--- src/rtl/cdb_arbiter.sv ---
// rtl/cdb_arbiter.sv - round-robin Common Data Bus arbiter with one holding slot per result port
// Optional per-requester grant/stall counters are built when CDB_ARB_PERF_EN is defined.
module cdb_arbiter #(
    parameter int NUM_REQ = 3,
    parameter int DATA_W  = 32,
    parameter int PHY_W   = 6,
    parameter int TAG_W   = 5,
    parameter int CNT_W   = 16
) (
    input  logic                         clk,
    input  logic                         reset,
    input  logic                         flush,
    input  logic [NUM_REQ-1:0]           req_valid,
    output logic [NUM_REQ-1:0]           req_ready,
    input  logic [NUM_REQ*TAG_W-1:0]     req_tag,
    input  logic [NUM_REQ*PHY_W-1:0]     req_phy_reg,
    input  logic [NUM_REQ*DATA_W-1:0]    req_value,
    output logic                         cdb_valid,
    output logic [TAG_W-1:0]             cdb_tag,
    output logic [PHY_W-1:0]             cdb_phy_reg,
    output logic [DATA_W-1:0]            cdb_value,
    output logic [$clog2(NUM_REQ)-1:0]   cdb_src
`ifdef CDB_ARB_PERF_EN
    ,
    output logic [NUM_REQ*CNT_W-1:0]     perf_grant_cnt,
    output logic [NUM_REQ*CNT_W-1:0]     perf_stall_cnt
`endif
);

    localparam int SRC_W = $clog2(NUM_REQ);
    localparam logic [SRC_W:0]   NUM_REQ_X = (SRC_W+1)'(NUM_REQ);
    localparam logic [SRC_W-1:0] LAST_IDX  = SRC_W'(NUM_REQ - 1);

    logic [NUM_REQ-1:0] slot_v;
    logic [TAG_W-1:0]   slot_tag   [NUM_REQ];
    logic [PHY_W-1:0]   slot_phy   [NUM_REQ];
    logic [DATA_W-1:0]  slot_value [NUM_REQ];

    logic [SRC_W-1:0]   rr_ptr;
    logic [NUM_REQ-1:0] grant;
    logic [SRC_W-1:0]   gnt_idx;
    logic               any_grant;
    logic [SRC_W:0]     cand;
    logic [NUM_REQ-1:0] accept;

    // Rotating-priority scan starting at rr_ptr; first occupied slot wins.
    always_comb begin
        grant     = '0;
        gnt_idx   = '0;
        any_grant = 1'b0;
        cand      = '0;
        for (int k = 0; k < NUM_REQ; k++) begin
            cand = {1'b0, rr_ptr} + (SRC_W+1)'(k);
            if (cand >= NUM_REQ_X) begin
                cand = cand - NUM_REQ_X;
            end
            if (!any_grant && slot_v[cand[SRC_W-1:0]]) begin
                any_grant                 = 1'b1;
                grant[cand[SRC_W-1:0]]    = 1'b1;
                gnt_idx                   = cand[SRC_W-1:0];
            end
        end
    end

    assign req_ready = ~slot_v | grant;
    assign accept    = req_valid & req_ready & {NUM_REQ{~flush}};

    always_ff @(posedge clk or posedge reset) begin
        if (reset) begin
            slot_v <= '0;
        end else if (flush) begin
            slot_v <= '0;
        end else begin
            for (int i = 0; i < NUM_REQ; i++) begin
                if (accept[i]) begin
                    slot_v[i] <= 1'b1;
                end else if (grant[i]) begin
                    slot_v[i] <= 1'b0;
                end
            end
        end
    end

    // Payload needs no reset: it is only observed behind slot_v.
    always_ff @(posedge clk) begin
        for (int i = 0; i < NUM_REQ; i++) begin
            if (accept[i]) begin
                slot_tag[i]   <= req_tag[i*TAG_W +: TAG_W];
                slot_phy[i]   <= req_phy_reg[i*PHY_W +: PHY_W];
                slot_value[i] <= req_value[i*DATA_W +: DATA_W];
            end
        end
    end

    always_ff @(posedge clk or posedge reset) begin
        if (reset) begin
            rr_ptr      <= '0;
            cdb_valid   <= 1'b0;
            cdb_tag     <= '0;
            cdb_phy_reg <= '0;
            cdb_value   <= '0;
            cdb_src     <= '0;
        end else if (flush) begin
            cdb_valid <= 1'b0;
        end else if (any_grant) begin
            cdb_valid   <= 1'b1;
            cdb_tag     <= slot_tag[gnt_idx];
            cdb_phy_reg <= slot_phy[gnt_idx];
            cdb_value   <= slot_value[gnt_idx];
            cdb_src     <= gnt_idx;
            rr_ptr      <= (gnt_idx == LAST_IDX) ? '0 : gnt_idx + 1'b1;
        end else begin
            cdb_valid <= 1'b0;
        end
    end

`ifdef CDB_ARB_PERF_EN
    for (genvar g = 0; g < NUM_REQ; g++) begin : g_perf
        logic [CNT_W-1:0] grant_cnt;
        logic [CNT_W-1:0] stall_cnt;

        // A grant cancelled by flush never reaches the bus, so it is not counted.
        always_ff @(posedge clk or posedge reset) begin
            if (reset) begin
                grant_cnt <= '0;
                stall_cnt <= '0;
            end else begin
                if (grant[g] && !flush && grant_cnt != {CNT_W{1'b1}}) begin
                    grant_cnt <= grant_cnt + 1'b1;
                end
                if (slot_v[g] && !grant[g] && stall_cnt != {CNT_W{1'b1}}) begin
                    stall_cnt <= stall_cnt + 1'b1;
                end
            end
        end

        assign perf_grant_cnt[g*CNT_W +: CNT_W] = grant_cnt;
        assign perf_stall_cnt[g*CNT_W +: CNT_W] = stall_cnt;
    end
`endif

endmodule

--- config.mk ---
export PLATFORM = sky130hd
export DESIGN_NAME = cdb_arbiter
export DESIGN_NICKNAME = d
export VERILOG_FILES = /design/src/rtl/cdb_arbiter.sv
export SDC_FILE = /design/constraint.sdc
export NUM_CORES = 1
export LEC_CHECK = 0
export ABC_AREA = 1
export BUFFER_PORTS_ARGS = -buffer_cell sky130_fd_sc_hd__clkbuf_2
export CAP_MARGIN = 5
export CORE_MARGIN = 2
export CORE_UTILIZATION = 30
export CTS_CLUSTER_SIZE = 40
export DETAILED_ROUTE_END_ITERATION = 12
export MAX_ROUTING_LAYER = met4
export SLEW_MARGIN = 25
export SYNTH_ARGS = -nofsm -noshare
export SYNTH_HDL_FRONTEND = slang
export SYNTH_SLANG_ARGS = --single-unit
--- constraint.sdc ---
create_clock -name clk -period 4.7 [get_ports clk]
set_input_delay 0.47 -clock clk [delete_from_list [all_inputs] [get_ports clk]]
set_output_delay 0.47 -clock clk [all_outputs]
set_load 0.02 [all_outputs]
== Word-level counts from Yosys, hierarchy flattened ==
Memory sizes are Yosys's and may differ from the RTL's. A register that Yosys moved wholly into a read port is not among the register bits.
Index checks and enable logic that the tools add are counted.
Word-level totals
  memories kept: 3
  logic and storage cells: 83
  memory bits (writable): 129
  output and inout bits: 49
  register bits: 8
Memory list
  slot_value: depth 3, width 32, read ports 1, clocked after memory_dff 1, write ports 3, line 37  | logic [DATA_W-1:0] slot_value [NUM_REQ];
  slot_phy: depth 3, width 6, read ports 1, clocked after memory_dff 1, write ports 3, line 36  | logic [PHY_W-1:0] slot_phy [NUM_REQ];
  slot_tag: depth 3, width 5, read ports 1, clocked after memory_dff 1, write ports 3, line 35  | logic [TAG_W-1:0] slot_tag [NUM_REQ];
Operators by class
  add/subtract/negate cells: 6
  order comparisons: 9
  bitwise gates (word level): 7
  muxes and demuxes: 40
  reductions and logical operators: 11
  equal/unequal tests: 1
Operators by type and width (count)
  1-bit 2-to-1 mux: 23
  2-bit 2-to-1 mux: 7
  3-bit 2-to-1 mux: 4
  2-bit by 3-bit < comparator with 1-bit output (second input constant): 3
  3-bit OR: 3
  3-bit nonzero test: 3
  3-bit bitwise AND: 2
  1-bit binary-select mux with 2-bit select: 3
  1-bit demux with 2-bit select: 3
  2-bit by 1-bit >= comparator with 1-bit output (second input constant): 3
  3-bit by 2-bit >= comparator with 1-bit output (second input constant): 2
  2-bit subtractor (second input constant): 3
  1-bit logical AND: 5
  2-bit by 1-bit adder with 3-bit output (second input constant): 1
  2-bit by 2-bit adder with 3-bit output (second input constant): 1
  3-bit NOT: 1
  2-bit by 1-bit adder with 2-bit output (second input constant): 1
  2-bit equality test (second input constant): 1
  2-bit >= comparator (second input constant): 1
  1-bit zero test: 2
  2-bit AND reduction: 1
  1-bit NOT: 1

== Logic depth before layout (Yosys ltp) ==
Gate-level depths: netlist of run 1.
  depth after elaboration: 16
  mapped depth: 15
  depth with buffers taken out: 14

== Worst setup path after synthesis of run 1 ==
No wires, ideal clock.
  path type: register -> register
  start: reg rr_ptr[0]
  end: mem slot_phy[0][0] (enable)
  setup slack: 647 ps
  cell stages (with the launch flop): 11
  required time: 4256 ps
  data arrival time: 3609 ps
  setup time: 444 ps
  path through: dfrtp_1 -> inv_1 -> ha_1 -> inv_2 -> nand2_1 -> nand3_1 -> nand2_2 -> nand3_2 -> o211ai_1 -> nand2_1 -> nor2_1
RTL lines
  from (decl): line 39  | logic [SRC_W-1:0] rr_ptr;
  from (signal assigned): line 111  | rr_ptr <= (gnt_idx == LAST_IDX) ? '0 : gnt_idx + 1'b1;
  to (decl): line 36

== Worst setup path in the final report of run 1 ==
  start: reg rr_ptr[0]
  end: reg rr_ptr[1]
On the way
  longest elaborated chain between the ends: 13
Ends and longest elaborated chain
  branches (longest 13 deep; another with 2-bit by 1-bit adder with 3-bit output)
Several ways; the timed one is not identified. The select of a mux whose other input is x is not followed.
A chain may end at the register's enable or synchronous reset.

==> metrics.md, run 1 <==
| Metric | Value |
|---|---|
| Nets | `908` |
| WHS | `0.2143 ns` |
| CP max FO | `23` |
| Max Root-Sink Buffers | `2` |
| Flops & latches, synth | `180` |
| Clock sink count | `180` |
| First-pass iteration count of the detailed router | `5` |
| Sequential cell fraction of total power | `0.352` |
| GRT met3 Usage | `0.03175` |
| Critical path arrival | `3.64 ns` |
| Yosys top cell area share | `0.5452` |
| Worst hold stages | `1` |
| Final clock skew | `0.01191 ns` |
| Die Wd | `157.9 um` |
| Largest net degree at the start of global routing | `52` |
| Share of power burned in the clock network | `0.247` |
| Vias in the first global route | `4883` |
| Port bufs | `183` |
| Maximum Capacitance Violations | `0` |
| Synth area leader | `edfxtp_1` |
| Die Ht | `157.9 um` |
| Yosys Warn Count | `0` |
| EDFF count, synth | `129` |
| Clock-pin slew on the worst setup and hold paths | `0.07 ns` |
| Core region area | `23330 um2` |
| DRT antenna net count | `0` |
| Final setup viols | `0` |
| Req. time, crit path | `5.03 ns` |
| Post-route setup TNS | `0 ns` |
| Most used flip-flop cell after synthesis | `edfxtp_1` |
| Sw frac | `0.4016` |
| Initial Util | `0.3045` |
| Avg Cell Area, Syn | `12.15 um2` |
| Clock Latency Late Sink | `0.43 ns` |
| # DRC | `0` |
| Total Wirelength | `17590 um` |
| Post-CTS setup repair buffer count | `0` |
| Syn-to-layout area delta | `26.66%` |
| Slew margin rel. | `0.4058` |
| Crit path time final | `3.310 ns` |
| Outcome | `finished, final reports clean` |
| Antenna violations before repair | `0` |
| Slew @ Worst Pin | `0.8882 ns` |
| Global Route met2 Usage | `0.2410` |
| Synth Cell Area | `7106 um2` |
| R2R depth | `12` |
| Final HPWL DP | `11670 um` |
| P_sw | `2556 uW` |
| Post-synth top cells | `129 x edfxtp_1, 107 x nand2_1, 90 x nand3_1, 54 x inv_1, 51 x dfrtp_1` |
| Layout cells sized above 1 | `0.3111` |
| Register bank with the most flops | `slot_value` |
| TritonCTS clock tree | `built` |
| RePlAce Congestion | `0.7963` |
| Routed length per instance | `15.99 um` |
| CTS Buf Count | `17` |
| Top cells by area in the synthesized netlist | `edfxtp_1 55%, dfrtp_1 18%, nand3_1 6.3%` |
| Rows | `56` |
| Final Max Slew Viols | `0` |
| Ant diodes | `0` |
| Iter 0 DRT Violations | `261` |
| Critical Path Start Type | `flop` |
| Setup WS post-layout | `1.390 ns` |
| GRT Overall Usage | `0.1492` |
| Async S/R FF share, synth | `0.2833` |
| DR vias/cell | `4.405` |
| Fmax | `302.2 MHz` |
| Worst hold path class | `in2reg` |
| CTS resizes | `0` |
| Mapped Nets | `724` |
| Post-Place Setup Slack | `1.321 ns` |
| Fin. Hold Viols | `0` |
| Unrepaired setup endpoints after global routing | `no` |
| Count leader, synth | `edfxtp_1` |
| Most heavily used metal layer in global routing | `met2` |
| Leakage | `0.003932 uW` |
| I/O Pins | `184` |
| Power per Cell Area | `707.1 nW/um2` |
| Sequential cell area fraction in the yosys report | `0.7248` |
| Die footprint | `24930 um2` |
| Vias | `4845` |
| GRT overflow | `0` |
| Met1 GRT Util | `0.1857` |
| Synth Instances | `585` |
| First-pass GRT wire length | `26670 um` |
| Int Power | `3808 uW` |
| Root buf cell | `clkbuf_16` |
| Hold_buf cts | `0` |
| Yosys cell types | `27` |
| Top flop regs | `slot_value: 96 flops, cdb_value: 32 flops, slot_phy: 18 flops` |
| Combinational cell fraction of total power | `0.401` |
| Max reg flops | `96` |
| Critical path capture point type | `flop` |
| Maximum vdd drop | `305.5 uV` |
| H-tree level count | `4` |
| CP Class | `reg2reg` |
| Final period utilization | `0.7042` |
[power by group through the flow]
stage	logic, uW	clock network, uW	registers (uW)
2_1_floorplan	1620	0	2480
3_3_place_gp	2550	0	2270
3_5_place_dp	2610	0	2270
4_1_cts	2620	1610	2240
5_1_grt	2880	1670	2280
6_report	2550	1570	2240
[cells in the final DEF, fill, tap and decap left out, types with 3 or more instances in the layout]
cell type / count
clkbuf_2: 183
edfxtp_1: 129
nand2_1: 107
nand3_1: 90
inv_1: 53
dfrtp_1: 51
nor2_1: 28
a21oi_1: 27
a21boi_1: 18
clkbuf_16: 17
or2_1: 8
or2_0: 8
inv_2: 7
buf_4: 7
or2_2: 5
bufinv_16: 5
nand2_2: 4
nand4_1: 4
nor2_4: 4
a21boi_0: 4
ha_1: 4
clkinv_4: 3
[routing by layer]
layer	vias to the layer above	wire, um
li1	2361	-
met1	2322	7604
met2	141	8789
met3	21	844
met4	0	349
met5	-	0
[kinds of logic (layout without fill, tap and decap cells)]
group / count (synthesis) / in the layout / share of synthesized area
and+or+nand+nor: 260 / 260 / 0.1662
adders and majority gates: 4 / 4 / 0.007044
buffers and inverters: 85 / 281 / 0.05230
DFF: 180 / 180 / 0.7248
AOI/OAI and AO/OA: 56 / 56 / 0.04966
[stage by stage]
step	power, uW	util	std cells	area [um2]
after floorplan	4104	-	585	7106
after global placement	4817	0.3578	1069	8349
after detailed placement	4885	0.3578	1069	8349
after CTS	6466	0.3857	1100	9000
after global routing	6829	0.3857	1100	9000
final	6364	0.3857	1100	9000
[final timing paths]
check	from	end	slack (ns)
worst min-delay path	req_phy_reg[6]	slot_phy[1][0]	0.21
worst min register to register	slot_value[0][28]	cdb_value[28]	0.45
worst max register to register	rr_ptr[0]	rr_ptr[1]	1.39
min in group asynchronous	reset	cdb_phy_reg[3]	0.23
worst max-delay path	rr_ptr[0]	rr_ptr[1]	1.39
max in group asynchronous	reset	cdb_value[0]	3.99
[worst max-delay path, cell delays in order (launching register included)]
cell	delay [ns]
dfrtp_1	0.38
inv_1	0.08
ha_1	0.43
inv_2	0.09
nand2_1	0.08
nand2_1	0.05
nor2_1	0.09
nand4_1	0.17
nand3_2	0.46
nand2_2	0.50
nor2_4	0.65
inv_1	0.11
o21ai_0	0.10
[layout make-up]
class | instances | area [um2]
fillers | 2223 | 14330
clock buffers | 18 | 429.2
clock inverters | 13 | 221.5
inverters | 60 | 225.2
multi-input cells | 320 | 1607
repair buffers | 190 | 968.4
flip-flops and latches | 180 | 5150
well taps | 319 | 399.1
No activity file was read; power rests on OpenSTA's default activity.
==> inputs of run 2 (changes only) <==
Clock period 4.7 ns to 2.9 ns, I/O delays scaled along.
==> run 2 against run 1 <==
  * Sequential power up 62%
  * Critical path depth down 1
  * Largest power group unchanged
  * Die area unchanged
  * Critical path type unchanged
  * Sequential share of layout area down 0.39 points
  * Non-clock buffer count up 8
  * Critical endpoint is now slot_tag[1][4]
  * Setup slack worse by 1.1 ns
  * Worst hold slack worse by 0.18 ns
  * Combinational power up 67%
==> metrics.md, run 2 (synthesis gave the netlist of run 1 again) <==
| Metric | Value |
|---|---|
| GRT overflow | `0 (unchanged)` |
| Max reg flops | `96 (unchanged)` |
| Root buf cell | `clkbuf_16` |
| Vias in the first global route | `4730 (-3.1%)` |
| Design area | `9061 um2 (+0.68%)` |
| Iter 0 DRT Violations | `303 (+16%)` |
| # DRC | `0 (unchanged)` |
| Final setup viols | `0 (unchanged)` |
| Total Wirelength | `17710 um (+0.68%)` |
| Power per Cell Area | `1132 nW/um2 (+60%)` |
| Die footprint | `24930 um2 (unchanged)` |
| Clock-pin slew on the worst setup and hold paths | `0.07 ns (about the same)` |
| Slew @ Worst Pin | `0.5784 ns (-0.3097 ns)` |
| Critical Path Start Type | `flop` |
| Fmax | `387.5 MHz (+28%)` |
| Final clock skew | `0.01056 ns (-0.001354 ns)` |
| Register bank with the most flops | `slot_value` |
| Most common cell after layout, fill and taps aside | `clkbuf_2` |
| Critical path capture point type | `flop` |
| Maximum Capacitance Violations | `0 (unchanged)` |
| CTS Buf Count | `17 (unchanged)` |
| Max Root-Sink Buffers | `2 (unchanged)` |
| Req. time, crit path | `2.97 ns (-2.06 ns)` |
| Final Max Slew Viols | `0 (unchanged)` |
| Top flop regs | `slot_value: 96 flops, cdb_value: 32 flops, slot_phy: 18 flops` |
| Die Ht | `157.9 um (unchanged)` |
| Clock Latency Late Sink | `0.42 ns (about the same)` |
| Fin. Hold Viols | `0 (unchanged)` |
| Maximum vdd drop | `483.2 uV (+58%)` |
| Die Wd | `157.9 um (unchanged)` |
| Slew margin rel. | `0.6138 (+0.2080)` |
| DR vias/cell | `4.353 (-1.2%)` |
| Worst hold path class | `in2reg` |
| First-pass GRT wire length | `26480 um (-0.70%)` |
| H-tree level count | `4 (unchanged)` |
| Outcome | `finished, final reports clean` |
| Layout cells sized above 1 | `0.3228 (+0.01165)` |
| RePlAce Congestion | `0.8842 (+11%)` |
| CTS resizes | `0 (unchanged)` |
| Core region area | `23330 um2 (unchanged)` |
| Crit path time final | `2.581 ns (-0.7286 ns)` |
| Largest net degree at the start of global routing | `44 (-15%)` |
| Final period utilization | `0.8900 (+0.1858)` |
| DRT antenna net count | `0 (unchanged)` |
| Critical path arrival | `2.65 ns (-0.99 ns)` |
| Final HPWL DP | `12240 um (+4.8%)` |
| Routed length per instance | `15.97 um (-0.13%)` |
| Antenna violations before repair | `0 (unchanged)` |
| Pwr Total | `10250 uW (+61%)` |
| Nets | `916 (+0.88%)` |
| CP max FO | `28 (+22%)` |
| Post-route setup TNS | `0 ns (unchanged)` |
| Initial Util | `0.3045 (unchanged)` |
| Most frequent cells in the layout | `183 x clkbuf_2, 129 x edfxtp_1, 107 x nand2_1` |
| Port bufs | `183 (unchanged)` |
| GRT Overall Usage | `0.1498 (+0.0005566)` |
| Syn-to-layout area delta | `27.52%` |
| Ant diodes | `0 (unchanged)` |
| TritonCTS clock tree | `built` |
| Leakage | `0.003951 uW (+0.49%)` |
| Vias | `4828 (-0.35%)` |
| Clock sink count | `180 (unchanged)` |
| I/O Pins | `184 (unchanged)` |
| Cell area after placement | `8444 um2 (+1.1%)` |
| Unrepaired setup endpoints after global routing | `no` |
| Final core occ | `0.3884 (+0.002628)` |
| CP Class | `reg2reg` |
| First-pass iteration count of the detailed router | `4 (-1)` |
| Rows | `56 (unchanged)` |
## run 2: per-stage QoR
stage	hold slack (ns)	setup WS [ns]	cells
floorplan	0.3531	0.0005422	585
global placement	0.3695	0.4916	1076
detailed placement	0.3790	0.3219	1076
CTS	0.01672	0.3160	1109
global route	0.01464	0.07893	1109
finish	0.03733	0.3191	1109
## run 2: cell type report
cell class                      instances  area, um2
Fill cell                            2264      14270
Inverter                               60      225.2
Clock buffer                           19      432.9
Multi-Input combinational cell        320       1624
Clock inverter                         13      173.9
Tap cell                              319      399.1
Sequential cell                       180       5150
Timing Repair Buffer                  198       1056
## run 2: per-layer routing
layer | vias up | track usage | share of wire
met1 | 2298 | 0.1866 | 0.44
met4 | 0 | 0.05628 | 0.024
met3 | 23 | 0.02902 | 0.036
met2 | 146 | 0.2429 | 0.50
met5 | - | - | 0
li1 | 2361 | - | -
## run 2: final timing paths
check | start | endpoint | slack, ns | cells after the start
max | rr_ptr[1] | slot_tag[1][4] | 0.32 | 11
min | req_value[44] | slot_value[1][12] | 0.04 | 1
max reg2reg | rr_ptr[1] | slot_tag[1][4] | 0.32 | 11
min reg2reg | slot_value[0][29] | cdb_value[29] | 0.45 | 2
max in group asynchronous | reset | cdb_value[14] | 1.57 | 4
min in group asynchronous | reset | cdb_value[25] | 0.46 | 3
## run 2: where the power goes
part / internal [uW] / leakage, uW / switching, uW
Combinational: 1380 / 0.00185 / 2890
Clock: 1380 / 0.000296 / 983
Sequential: 3380 / 0.00181 / 252
## run 2: critical path: stages (launching register included)
cell and delay [ns]:
dfrtp_1 0.43, inv_2 0.09, ha_2 0.20, inv_1 0.07
nand3_1 0.13, inv_2 0.08, a21oi_4 0.15, nand3_2 0.11
o211ai_1 0.29, nand2_1 0.17, nor2_4 0.11, buf_4 0.39
## run 2: what timing repair did
item	in CTS	in global routing
endpoints found under the hold margin	22	0
endpoints found under the setup margin	0	0
buffers inserted	0	0
hold buffers	1	0
